`src/rtl/regfile_write_arbiter_pkg.sv`:
```
// Shared LC-3b types for the register-file write arbiter and its aux write queue.
package regfile_write_arbiter_pkg;

  typedef logic [15:0] lc3b_word;
  typedef logic [2:0]  lc3b_reg;

  typedef struct packed {
    logic     valid;
    lc3b_reg  dest;
    lc3b_word data;
  } lc3b_rf_wr_t;

  localparam int unsigned RF_REGS = 8;

  // One-hot register select used to build pending-write masks.
  function automatic logic [RF_REGS-1:0] reg_onehot(input lc3b_reg r);
    reg_onehot = 8'h01 << r;
  endfunction

endpackage

```
`src/rtl/regfile_write_arbiter_rf_wr_fifo.sv`:
```
// Aux write queue: DEPTH entries with per-entry kill bits, kill-by-destination
// and a mask of destinations still owed a write by live entries.
module rf_wr_fifo
  import regfile_write_arbiter_pkg::*;
#(
  parameter int unsigned DEPTH = 2
) (
  input  logic               clk,
  input  logic               reset,
  input  logic               push,
  input  lc3b_rf_wr_t        push_entry,
  input  logic               pop,
  input  logic               kill_en,
  input  lc3b_reg            kill_dest,
  output lc3b_rf_wr_t        head_entry,
  output logic               head_killed,
  output logic               full,
  output logic               empty,
  output logic [RF_REGS-1:0] dest_mask
);

  localparam int unsigned PTR_W = (DEPTH > 1) ? $clog2(DEPTH) : 1;

  // The payload valid bit doubles as slot occupancy.
  lc3b_rf_wr_t            mem_r [DEPTH];
  logic [DEPTH-1:0]       kill_r;
  logic [PTR_W-1:0]       head_r;
  logic [PTR_W-1:0]       tail_r;

  // Occupancy flags, head view and live-destination mask.
  always_comb begin
    full      = 1'b1;
    empty     = 1'b1;
    dest_mask = '0;
    for (int i = 0; i < DEPTH; i++) begin
      if (mem_r[i].valid) begin
        empty = 1'b0;
        if (!kill_r[i]) begin
          dest_mask = dest_mask | reg_onehot(mem_r[i].dest);
        end else begin
          dest_mask = dest_mask;
        end
      end else begin
        full = 1'b0;
      end
    end
    head_entry  = mem_r[head_r];
    head_killed = mem_r[head_r].valid & kill_r[head_r];
  end

  // Queue storage: kill marking applies only to entries present before this cycle's push.
  always_ff @(posedge clk) begin
    if (reset) begin
      for (int i = 0; i < DEPTH; i++) begin
        mem_r[i] <= '0;
      end
      kill_r <= '0;
      head_r <= '0;
      tail_r <= '0;
    end else begin
      for (int i = 0; i < DEPTH; i++) begin
        if (kill_en && mem_r[i].valid && (mem_r[i].dest == kill_dest)) begin
          kill_r[i] <= 1'b1;
        end
      end
      if (pop) begin
        mem_r[head_r].valid <= 1'b0;
        head_r              <= head_r + PTR_W'(1);
      end
      if (push) begin
        mem_r[tail_r]  <= push_entry;
        kill_r[tail_r] <= 1'b0;
        tail_r         <= tail_r + PTR_W'(1);
      end
    end
  end

endmodule

```
`src/rtl/regfile_write_arbiter.sv`:
```
// Shares the register-file write port between WB (priority) and a queued aux
// requester, with a starvation guard and a pending-write mask for decode.
module regfile_write_arbiter
  import regfile_write_arbiter_pkg::*;
#(
  parameter int unsigned DEPTH    = 2,
  parameter int unsigned MAX_WAIT = 4
) (
  input  logic                clk,
  input  logic                reset,
  input  logic                wb_valid,
  input  lc3b_reg             wb_dest,
  input  lc3b_word            wb_data,
  output logic                wb_ready,
  input  logic                aux_valid,
  input  lc3b_reg             aux_dest,
  input  lc3b_word            aux_data,
  output logic                aux_ready,
  output logic                rf_load,
  output lc3b_reg             rf_dest,
  output lc3b_word            rf_data,
  output logic [RF_REGS-1:0]  pend_mask
);

  localparam int unsigned CNT_W = $clog2(MAX_WAIT + 1);

  logic [CNT_W-1:0]   wait_cnt_r;
  lc3b_rf_wr_t        head_entry_s;
  lc3b_rf_wr_t        push_entry_s;
  logic               head_killed_s;
  logic               full_s;
  logic               empty_s;
  logic [RF_REGS-1:0] dest_mask_s;
  logic               head_live_s;
  logic               starve_s;
  logic               head_grant_s;
  logic               wb_grant_s;
  logic               push_s;
  logic               pop_s;

  assign head_live_s  = head_entry_s.valid & ~head_killed_s;
  assign starve_s     = head_live_s & (wait_cnt_r == CNT_W'(MAX_WAIT));
  assign push_entry_s = '{valid: 1'b1, dest: aux_dest, data: aux_data};

  // Grant selection and port outputs; everything is held quiet while in reset.
  always_comb begin
    head_grant_s = 1'b0;
    wb_grant_s   = 1'b0;
    wb_ready     = 1'b0;
    aux_ready    = 1'b0;
    pend_mask    = '0;
    rf_load      = 1'b0;
    rf_dest      = '0;
    rf_data      = '0;
    if (reset) begin
      wb_ready = 1'b0;
    end else begin
      aux_ready = ~full_s;
      pend_mask = dest_mask_s;
      if (starve_s) begin
        head_grant_s = 1'b1;
        wb_ready     = 1'b0;
      end else if (wb_valid) begin
        wb_grant_s = 1'b1;
        wb_ready   = 1'b1;
      end else if (head_live_s) begin
        head_grant_s = 1'b1;
        wb_ready     = 1'b1;
      end else begin
        wb_ready = 1'b1;
      end
    end
    if (head_grant_s) begin
      rf_load = 1'b1;
      rf_dest = head_entry_s.dest;
      rf_data = head_entry_s.data;
    end else if (wb_grant_s) begin
      rf_load = 1'b1;
      rf_dest = wb_dest;
      rf_data = wb_data;
    end else begin
      rf_load = 1'b0;
    end
  end

  // A killed head leaves without using the port, so it may pop alongside a WB write.
  assign pop_s  = ~reset & (head_grant_s | head_killed_s);
  assign push_s = aux_valid & aux_ready;

  // Counts consecutive cycles a live head is denied the port.
  always_ff @(posedge clk) begin
    if (reset) begin
      wait_cnt_r <= '0;
    end else if (pop_s || empty_s) begin
      wait_cnt_r <= '0;
    end else if (head_live_s && (wait_cnt_r != CNT_W'(MAX_WAIT))) begin
      wait_cnt_r <= wait_cnt_r + CNT_W'(1);
    end else begin
      wait_cnt_r <= wait_cnt_r;
    end
  end

  rf_wr_fifo #(
    .DEPTH (DEPTH)
  ) u_fifo (
    .clk         (clk),
    .reset       (reset),
    .push        (push_s),
    .push_entry  (push_entry_s),
    .pop         (pop_s),
    .kill_en     (wb_grant_s),
    .kill_dest   (wb_dest),
    .head_entry  (head_entry_s),
    .head_killed (head_killed_s),
    .full        (full_s),
    .empty       (empty_s),
    .dest_mask   (dest_mask_s)
  );

endmodule

```
`config.mk`:
```
export PLATFORM = sky130hd
export DESIGN_NAME = regfile_write_arbiter
export DESIGN_NICKNAME = d
export VERILOG_FILES = /design/src/rtl/regfile_write_arbiter_pkg.sv /design/src/rtl/regfile_write_arbiter_rf_wr_fifo.sv /design/src/rtl/regfile_write_arbiter.sv
export SDC_FILE = /design/constraint.sdc
export NUM_CORES = 1
export LEC_CHECK = 0
export CAP_MARGIN = 20
export CORE_UTILIZATION = 52
export DETAILED_ROUTE_END_ITERATION = 7
export PLACE_DENSITY_LB_ADDON = 0.3
export REMOVE_ABC_BUFFERS = 1
export SLEW_MARGIN = 20
export SYNTH_ARGS = -nofsm -noshare
export SYNTH_HDL_FRONTEND = slang
export SYNTH_SLANG_ARGS = --single-unit
```
`constraint.sdc`:
```
create_clock -name clk -period 6.08 [get_ports clk]
set_input_delay 0.608 -clock clk [delete_from_list [all_inputs] [get_ports clk]]
set_output_delay 0.608 -clock clk [all_outputs]
set_load 0.03 [all_outputs]
```
; Word level (Yosys, flattened, before mapping)
; Memory sizes are Yosys's and may differ from the RTL's. A register that Yosys moved wholly into a read port is not among the register bits.
; Index checks and enable logic that the tools add are counted.
[classes]
add_sub_neg = 3
order_cmp = 3
n_eq_ne = 4
shifts = 2
muxes = 50
bitwise = 12
n_reduce_logical = 10
[ops]
columns = op, count
row1 = $mux 20, 2
row2 = $mux 8, 5
row3 = $reduce_or 20->1, 2
row4 = $mux 1, 36
row5 = $mux 16, 2
row6 = $shl 1x3->8 const A, 2
row7 = $or 8x8->8, 1
row8 = $eq 3x3->1, 2
row9 = $logic_and 1x1->1, 6
row10 = $mux 3, 2
row11 = $and 1x1->1, 5
row12 = $lt 1x2->1 const B, 2
row13 = $mux 2, 2
row14 = $add 3x1->3 const B, 1
row15 = $eq 3x3->1 const B, 1
row16 = $ne 3x3->1 const B, 1
row17 = $not 1->1, 3
row18 = $add 1x1->1 const B, 2
row19 = $and 2x2->2, 1
row20 = $not 2->2, 1
row21 = $reduce_or 2->1, 1
row22 = $demux 1 s1, 1
row23 = $ge 1x1->1 const B, 1
row24 = $logic_or 1x1->1, 1
row25 = $or 1x1->1, 1
[totals]
regBits = 7
ram_bits = 40
inputBits = 42
elab_cells = 89
memories = 1
[memory_table]
columns = memory, words, width, read_ports, rd_ports_with_merged_regs, write_ports, line_no
row1 = u_fifo.mem_r, 2, 20, 3, 1, 2, regfile_write_arbiter_rf_wr_fifo.sv:25  ; lc3b_rf_wr_t mem_r [DEPTH];

; Longest topological paths before layout
; Gate-level depths: netlist of run 1.
[logic_depth]
word_depth = 16
depth_mapped = 8
depth_no_buf = 6

; By module
; From an unflattened synthesis of run 1, not the netlist that was laid out.
[hier_totals]
hier_cells = 228
hier_area_um2 = 2665.1
[modules_own_cells]
columns = mod, n_inst, cells_each, area_per_inst_um2, seq_area_each_um2
row1 = rf_wr_fifo, 1, 162, 2150.8, 1301.2
row2 = regfile_write_arbiter, 1, 66, 514.2, 60.1

; Worst setup path after synthesis of run 1
; OpenSTA, ideal clock, no wires.
[synth_timing]
kind = input to output
start = in reset
end = out rf_data[0]
t_arrival_ns = 2.177
t_required_ns = 5.472
slack_ns = 3.295
stages = 4
n_path_buf = 2
path_cell_list = clkbuf_1 -> or4_4 -> buf_6 -> o21ai_0
[synth_between]
elab_chain_cells = 3
word_cells_on_any_way = 4
classes_between = mux (4)
[synth_rtl]
columns = element, line_no
row1 = from (decl), regfile_write_arbiter.sv:10  ; input logic reset,
row2 = $mux 1, regfile_write_arbiter.sv:55  ; if (reset) begin
row3 = $mux 16, regfile_write_arbiter.sv:77  ; end else if (wb_grant_s) begin
row4 = $mux 16 *, regfile_write_arbiter.sv:73  ; if (head_grant_s) begin
row5 = to (decl), regfile_write_arbiter.sv:21  ; output lc3b_word rf_data,
; Mark *: on every way between the ends. The rest lies on a longest branch, timed or not.

; Final worst setup path of run 1
[layout_timing]
start = in reset
end = out rf_data[6]
; The elaborated chain is that of the path after synthesis.

==> run summary, run 1 <==
The synthesized netlist cell count is around 250. The initial antenna violation count came out at 0. Setup violations remaining at the end of the flow were counted as 0. In this run the remaining antenna-violating nets after routing total 0. The detailed-placement wirelength estimate is roughly 3900 µm. The floorplan die width came out at around 73 µm. The antenna diode count is 0. The reported leakage power is 1.26 nW. The dominant synthesized flop cell is edfxtp_1.

The setup fix buffers added after clock tree synthesis is 0. The power per unit of standard cell area is around 210 nW/µm². Leaving out fill and tap cells, the most frequent cell in the layout is clkdlybuf4s50_1. The total wire length after detailed routing came out at about 5700 µm. Of all nets on the critical path, the largest fanout is 19. Dividing the final minimum period by the clock period gives 0.670. The number of enable-type register cells in the synthesized netlist came out at 38. Counting stages on the worst path, the most repeated cell is clkdlybuf4s50_1. The post-placement worst setup slack is approximately 2.1 ns.

STA classifies the critical path endpoint as a primary output. The detailed router put a total of around 2500 µm of wire on met1. The sequential share of the synthesized area came out at 0.507. The number of flip-flops and latches in the synthesized netlist is 48. Among all stages on the critical path, the largest delay is contributed by clkdlybuf4s50_1. For the worst-skew pair, the clock arrives at the later sink with an insertion delay of roughly 0.30 ns.

After clock tree synthesis, the clock-pin slew on the worst setup and hold paths is 0.08 ns. The count of pins over their slew limit came out at 0. The count of H-tree levels built during CTS came out at 2. Leaving out fill and tap cells, the most frequent cells in the layout are clkdlybuf4s50_1, and2_1, edfxtp_1. The hold violation count in the final report is 0. The mean post-synth cell area is between 10 and 15 µm². The last weighted congestion value of the routability-driven placer came out at around 0.8. The post-layout total power is between 0.7 and 0.8 mW. The library cell occupying the most area in the post-synthesis netlist is edfxtp_1.

The area share of the leading cell type in the synthesized netlist is 0.431. On the final layout, the worst hold slack is 0.565 ns. The met2 layer wire length in the routed design is between 2000 and 3000 µm. In this design, the stage delay of the slowest critical-path cell is approximately 0.8 ns.

The initial utilization of the core area, before any placement, comes to 0.549. The routed wire length per instance came out at 15.1 µm. For the pin with the worst max-slew slack, the measured transition is 0.902 ns. Internal power comes to around 0.54 mW.

The power spent charging and discharging nets is ~0.21 mW. The post-synth design cell area is approximately 2600 µm². The final worst clock skew is around 0.0042 ns. The final worst setup slack came out at 2.01 ns. The area growth from synthesis to layout is 31.4%. The run finished with clean final reports. The share of total power dissipated in sequential elements is 0.535. The number of input and output port buffers inserted came out at between 70 and 80. The floorplan die height is ~73 µm. The number of ports placed on the die boundary is ~70. The cell chosen for the clock root is clkbuf_8.

The aggregate global routing overflow is 0. Fill cells in the final layout number approximately 370. For this run, the total global-route usage over all layers was measured as 0.236. The tightest min-delay check is of the reg -> reg type. Setup repair after global routing left no endpoint under its margin.

The wire length of the first global-routing pass is approximately 9500 µm. The finished layout holds 379 standard cells, fillers aside. The number of warnings printed during yosys synthesis is 0. The clock network fraction of design power is 0.245.

Sorting the synthesized cells by area gives the leading types as edfxtp_1, and2_1, mux2i_1. After floorplanning, the core was divided into 25 placement rows. The switching power share of the total came out at 0.280. Entering global routing, the biggest net connects 23 pins. The worst vdd rail ir drop came out at between 0.1 and 0.15 mV. After detailed routing, the number of remaining DRC violations is 0.

The number of buffers on the longest clock path is 2. The achievable frequency came out at approximately 250 MHz. The initial detailed-routing violation count came out at about 130. The net count of the finished layout is approximately 360. The sum of negative setup slack is 0 ns.

The count of different cell masters after synthesis came out at 35. TritonCTS built the clock tree. The critical path class is in -> out.

In this run the top signal layer used is met4. The via count is 2040. Counting flops with an async set or reset pin after synthesis yields a share of 0. The via count of the first global-routing pass came out at 2032.

The post-cts hold buffer count is 0. The headroom to the max-slew limit came out at 0.397. The first-pass iteration count of the detailed router came out at 4. The cell count after placement came out at about 370. The number of buffers created by CTS came out at 5. Clock tree synthesis found a total of 48 sinks.

The post-layout minimum cycle time is between 4 and 5 ns. The placeable core region is 4820 µm². The mean number of vias per cell came out at 5.38. The arrival time of data at the critical path endpoint came out at 3.46 ns.

The part of the power in combinational logic is 0.220. The number of resized instances in the post-cts repair step is 0. The critical path startpoint category is a primary input.

The met3 layer wire length in the routed design came out at 326 µm. The max-capacitance violation count came out at 0. The share of post-route cells with drive strength above 1 is 0.0929. Traced cell by cell, the critical path runs through clkdlybuf4s50_1 > inv_1 > o311a_1 > nand2_1 > o21ai_2 > clkdlybuf4s50_1. The critical path required time is roughly 5.5 ns. The die area came out at 5380 µm².
-- power by group through the flow --
stage / clock network (mW) / logic, mW / registers, mW
after detailed placement: 0 / 0.162 / 0.407
after global routing: 0.197 / 0.178 / 0.404
final: 0.183 / 0.164 / 0.400
after floorplan: 0 / 0.0899 / 0.405
after CTS: 0.184 / 0.163 / 0.399
after global placement: 0 / 0.159 / 0.405
-- path summary, 6_finish.rpt --
check                                   start  slack, ns               end  cells past startpoint
worst max register to register  u_fifo.head_r       4.24  u_fifo.kill_r[0]                      4
worst min register to register  wait_cnt_r[1]       0.56     wait_cnt_r[1]                      2
worst max-delay path                    reset       2.01        rf_data[6]                      6
worst min-delay path            wait_cnt_r[1]       0.56     wait_cnt_r[1]                      2
-- cell type report --
| cell class | count | area [µm²] | share of cell area |
|---|---|---|---|
| tap | 67 | 83.8 | 0.0241 |
| sequential | 48 | 1340 | 0.386 |
| timing repair buffer | 72 | 718 | 0.206 |
| inverter | 5 | 18.8 | 0.00540 |
| clock buffer | 5 | 68.8 | 0.0198 |
| clock inverter | 3 | 13.8 | 0.00396 |
| multi-input combinational | 179 | 1230 | 0.355 |
-- metrics by stage --
stage	instance area, µm²	util
final	3480	0.722
after global routing	3480	0.722
after CTS	3460	0.718
after detailed placement	3380	0.701
after global placement	3380	0.701
after floorplan	2560	-
-- layer usage --
layer / GRT usage / vias to the layer above
met5: 0 / -
met4: 0.0855 / 0
met3: 0.0535 / 13
met2: 0.408 / 73
met1: 0.288 / 949
li1: - / 1005
-- logic make-up after synthesis --
| group | after synthesis | synth area share |
|---|---|---|
| AOI/OAI and AO/OA | 37 | 0.0993 |
| muxes | 27 | 0.106 |
| DFF | 48 | 0.507 |
| adders and majority gates | 2 | 0.00945 |
| xor gates and xnor gates | 9 | 0.0298 |
| buffers and inverters | 20 | 0.0397 |
| and+or+nand+nor | 104 | 0.209 |
-- state kept, by name, summed over array words and instances (netlist names), named ones only --
name / cells
wait_cnt_r: 3
u_fifo.tail_r: 1
u_fifo.kill_r: 2
u_fifo.head_r: 1
u_fifo.mem_r: 40
-- critical path, delay by kind of cell --
kind | cells | cell delay, ns
AO/OA/AOI/OAI | 2 | 0.78
buffers and inverters | 3 | 1.88
AND/OR/NAND/NOR | 1 | 0.17
-- cell usage after synthesis, types with 6 or more instances --
master    count
a22oi_1       7
and2_1       39
clkbuf_1      8
dfxtp_1      10
edfxtp_1     38
mux2i_1      22
nand2_1      22
nand3_1       6
nor2_1       19
o21ai_0       8
o21ai_2      10
xor2_1        6
Note: power is estimated with default switching activity, not from simulation.
==> run 2, diff against run 1 <==
--- a/config.mk
+++ b/config.mk
@@ -6,7 +6,7 @@
 export NUM_CORES = 1
 export LEC_CHECK = 0
 export CAP_MARGIN = 20
-export CORE_UTILIZATION = 52
+export CORE_UTILIZATION = 48
 export DETAILED_ROUTE_END_ITERATION = 7
 export PLACE_DENSITY_LB_ADDON = 0.3
 export REMOVE_ABC_BUFFERS = 1
==> constraint.sdc (replaced) <==
create_clock -name clk -period 3.8 [get_ports clk]
set_input_delay 0.38 -clock clk [delete_from_list [all_inputs] [get_ports clk]]
set_output_delay 0.38 -clock clk [all_outputs]
set_load 0.03 [all_outputs]
==> run 2 against run 1 <==
Against the previous run:
- worst setup slack worse by 1.6 ns
- wire length increased by 4.2%
- first-iteration DRC count increased by 6.0%
- sequential share of layout area is 0.083 points lower
- critical path type unchanged
- die area rose by 8.1%
- largest cell class unchanged
- hold slack is essentially flat
==> run summary, run 2 (synthesis results as in run 1) <==
Result of the run: completed (unchanged). The aggregate global routing overflow came to 0 (unchanged). The arrival time of data at the critical path endpoint is 3.02 ns (was 3.46 ns). The net count of the finished layout is 356 (was 355). The starting density of the core is 0.508 (was 0.549). The part of the cycle the worst path needs is 0.895. The first-pass iteration count of the detailed router came out at 4 (unchanged). The critical path startpoint category is a primary input (unchanged). The number of remaining DRC errors is 0 (unchanged). The worst vdd rail ir drop came to 0.239 mV (was 0.128 mV). The delay contributed by the slowest stage of the critical path was 0.72 ns (was 0.81 ns). The largest driver fanout on the critical path came out at 18 (was 19). The share of post-route cells with drive strength above 1 came to 0.0927 (was 0.0929). The headroom to the max-slew limit is 0.286 (was 0.397). The remaining number of nets flagged by the antenna check after routing came to 0 (unchanged). The wire length of the first global-routing pass came out at 9790 µm (was 9510 µm).

The number of buffers created by CTS was 5 (unchanged). The initial antenna violation count came to 0 (unchanged). The cell chosen for the clock root is clkbuf_8 (unchanged). The count of pins over their slew limit is 0 (unchanged).

Most frequent cells in the layout: clkdlybuf4s50_1, and2_1, edfxtp_1 (unchanged). The post-cts hold buffer count is 0 (unchanged). The reported leakage power was 1.26 nW (about the same). The via count of the first global-routing pass is 2111 (was 2032). Sequence of cells on the critical path: clkdlybuf4s50_1 > inv_1 > o311a_1 > nand2_1 > o21ai_0 > clkdlybuf4s50_1 (was clkdlybuf4s50_1 > inv_1 > o311a_1 > nand2_1 > o21ai_2 > clkdlybuf4s50_1).

The clock-pin slew on the worst setup and hold paths came out at 0.09 ns (was 0.08 ns). The number of buffers on the longest clock path was 2 (unchanged). The number of fill cells is 415 (was 367). The final standard cell count with taps included and fillers excluded is 383 (was 379).

The number of sinks handled by clock tree synthesis came out at 48 (unchanged). The die area came out at 5810 µm² (was 5380 µm²). The detailed-placement wirelength estimate is 3940 µm (was 3910 µm). Biggest regs: u_fifo.mem_r (40), wait_cnt_r (3), u_fifo.kill_r (2) (unchanged).

The class of the tightest hold or removal check is reg -> reg (unchanged). The reg-to-reg setup timing slack came out at 1.79 ns (was 4.24 ns). The TritonCTS clock tree was done (unchanged). The count of H-tree levels built during CTS was 2 (unchanged). The placeable core region is 5200 µm² (was 4820 µm²).

The initial detailed-routing violation count came out at 141 (was 133). The via count is 2067 (was 2040). The slowest cell on the critical path is clkdlybuf4s50_1 (unchanged). The setup fix buffers added after clock tree synthesis came out at 0 (unchanged). The number of cells on the worst reg-to-reg path was 4 (unchanged). The area growth from synthesis to layout is 31.7% (was 31.4%).

The post-layout minimum cycle time is 3.40 ns. The final setup violation count came out at 0 (unchanged). The achievable frequency came out at 294 MHz.

The final worst clock skew is 0.0105 ns (was 0.00422 ns). The max-capacitance violation count came out at 0 (unchanged). The register containing the most flip-flops in the final layout is u_fifo.mem_r (unchanged). The flip-flop count of the largest register, all copies and words added is 40 (unchanged). RSZ-0062 raised after global routing: false (unchanged).

The transition at the pin with the smallest max-transition slack is 1.07 ns (was 0.902 ns). The number of resized instances in the post-cts repair step is 0 (unchanged). The routed wire length per instance is 15.5 µm (was 15.1 µm). The clock latency reported for the late side of the worst-skew pair came out at 0.31 ns (was 0.30 ns). The critical path required time was 3.42 ns (was 5.47 ns). The floorplan die height is 76.3 µm (was 73.3 µm).

The last weighted congestion value of the routability-driven placer was 0.883 (was 0.814). The floorplan die width is 76.3 µm (was 73.3 µm). The sum of negative setup slack is 0 ns (unchanged).

The capture instance of the worst register-to-register path is u_fifo.mem_r[1][16] (was u_fifo.kill_r[0]). The mean number of vias per cell came out at 5.40 (was 5.38). The power per unit of standard cell area is 347 nW/µm² (was 215 nW/µm²).

The reg-to-reg critical path startpoint is u_fifo.mem_r[0][19] (was u_fifo.head_r). The number of input and output port buffers inserted is 71 (unchanged). The worst-case hold path end point is wait_cnt_r[1] (unchanged).

The cell count after placement came out at 375 (was 371). The total wire length after detailed routing came out at 5950 µm (was 5710 µm). The hold violation count in the final report is 0 (unchanged). The placed cell area was 3390 µm² (was 3380 µm²). The count of cells along the worst hold path came to 2 (unchanged). The most frequent standard cell in the layout excluding fill and tap cells is clkdlybuf4s50_1 (unchanged). The worst hold path startpoint is wait_cnt_r[1] (unchanged). The most prevalent standard cell on the critical path is clkdlybuf4s50_1 (unchanged). The number of ports placed on the die boundary came out at 72 (unchanged). The critical path class is in -> out (unchanged). The total track usage came out at 0.217 (was 0.236). The area of all placed cells without fillers came out at 3490 µm² (was 3480 µm²).

The worst setup path startpoint is reset (unchanged). The endpoint class of the critical path is a primary output (unchanged). The antenna diode count came out at 0 (unchanged).

The number of standard-cell rows in the floorplan came out at 26 (was 25). The largest net degree at the start of global routing came out at 23 (unchanged).
==> run 2: how the worst max path moves through the flow <==
stage / depth (start not counted) / to / slack, ns
floorplan: 3 / rf_data[0] / 0.80
global placement: 6 / rf_data[2] / 0.58
detailed placement: 6 / rf_data[15] / 0.52
CTS: 6 / rf_data[15] / 0.50
global route: 6 / rf_data[3] / 0.16
finish: 6 / rf_data[2] / 0.40
==> run 2: layer usage <==
layer,share of wire,track usage
met1,0.43,0.247
met2,0.51,0.401
met3,0.042,0.0359
met4,0.019,0.0904
met5,0,0
==> run 2: critical path: cells and delay by family <==
family / cells / cell delay [ns]
simple gates: 1 / 0.12
compound gates: 2 / 0.83
buf+inv: 3 / 1.68
==> run 2: area by class of cell <==
cell class	count	area (µm²)	share of cell area
multi-input combinational	179	1230	0.352
inverter	5	18.8	0.00538
clock inverter	2	12.5	0.00359
timing repair buffer	73	726	0.208
clock buffer	6	72.6	0.0208
sequential	48	1340	0.385
tap	70	87.6	0.0251
==> run 2: power breakdown <==
| part | leakage [nW] | switching, mW | internal, mW |
|---|---|---|---|
| clock network | 0.0428 | 0.176 | 0.129 |
| registers | 0.486 | 0.0282 | 0.612 |
| logic | 0.733 | 0.140 | 0.123 |
| total | 1.26 | 0.344 | 0.865 |
==> run 2: metrics by stage <==
| stage | setup slack [ns] | util | hold WS [ns] | total power, mW |
|---|---|---|---|---|
| floorplan | 0.802 | - | 0.452 | 0.792 |
| global placement | 0.579 | 0.651 | 0.533 | 0.902 |
| detailed placement | 0.520 | 0.651 | 0.554 | 0.911 |
| CTS | 0.496 | 0.667 | 0.565 | 1.20 |
| global route | 0.163 | 0.670 | 0.599 | 1.26 |
| finish | 0.399 | 0.670 | 0.565 | 1.21 |
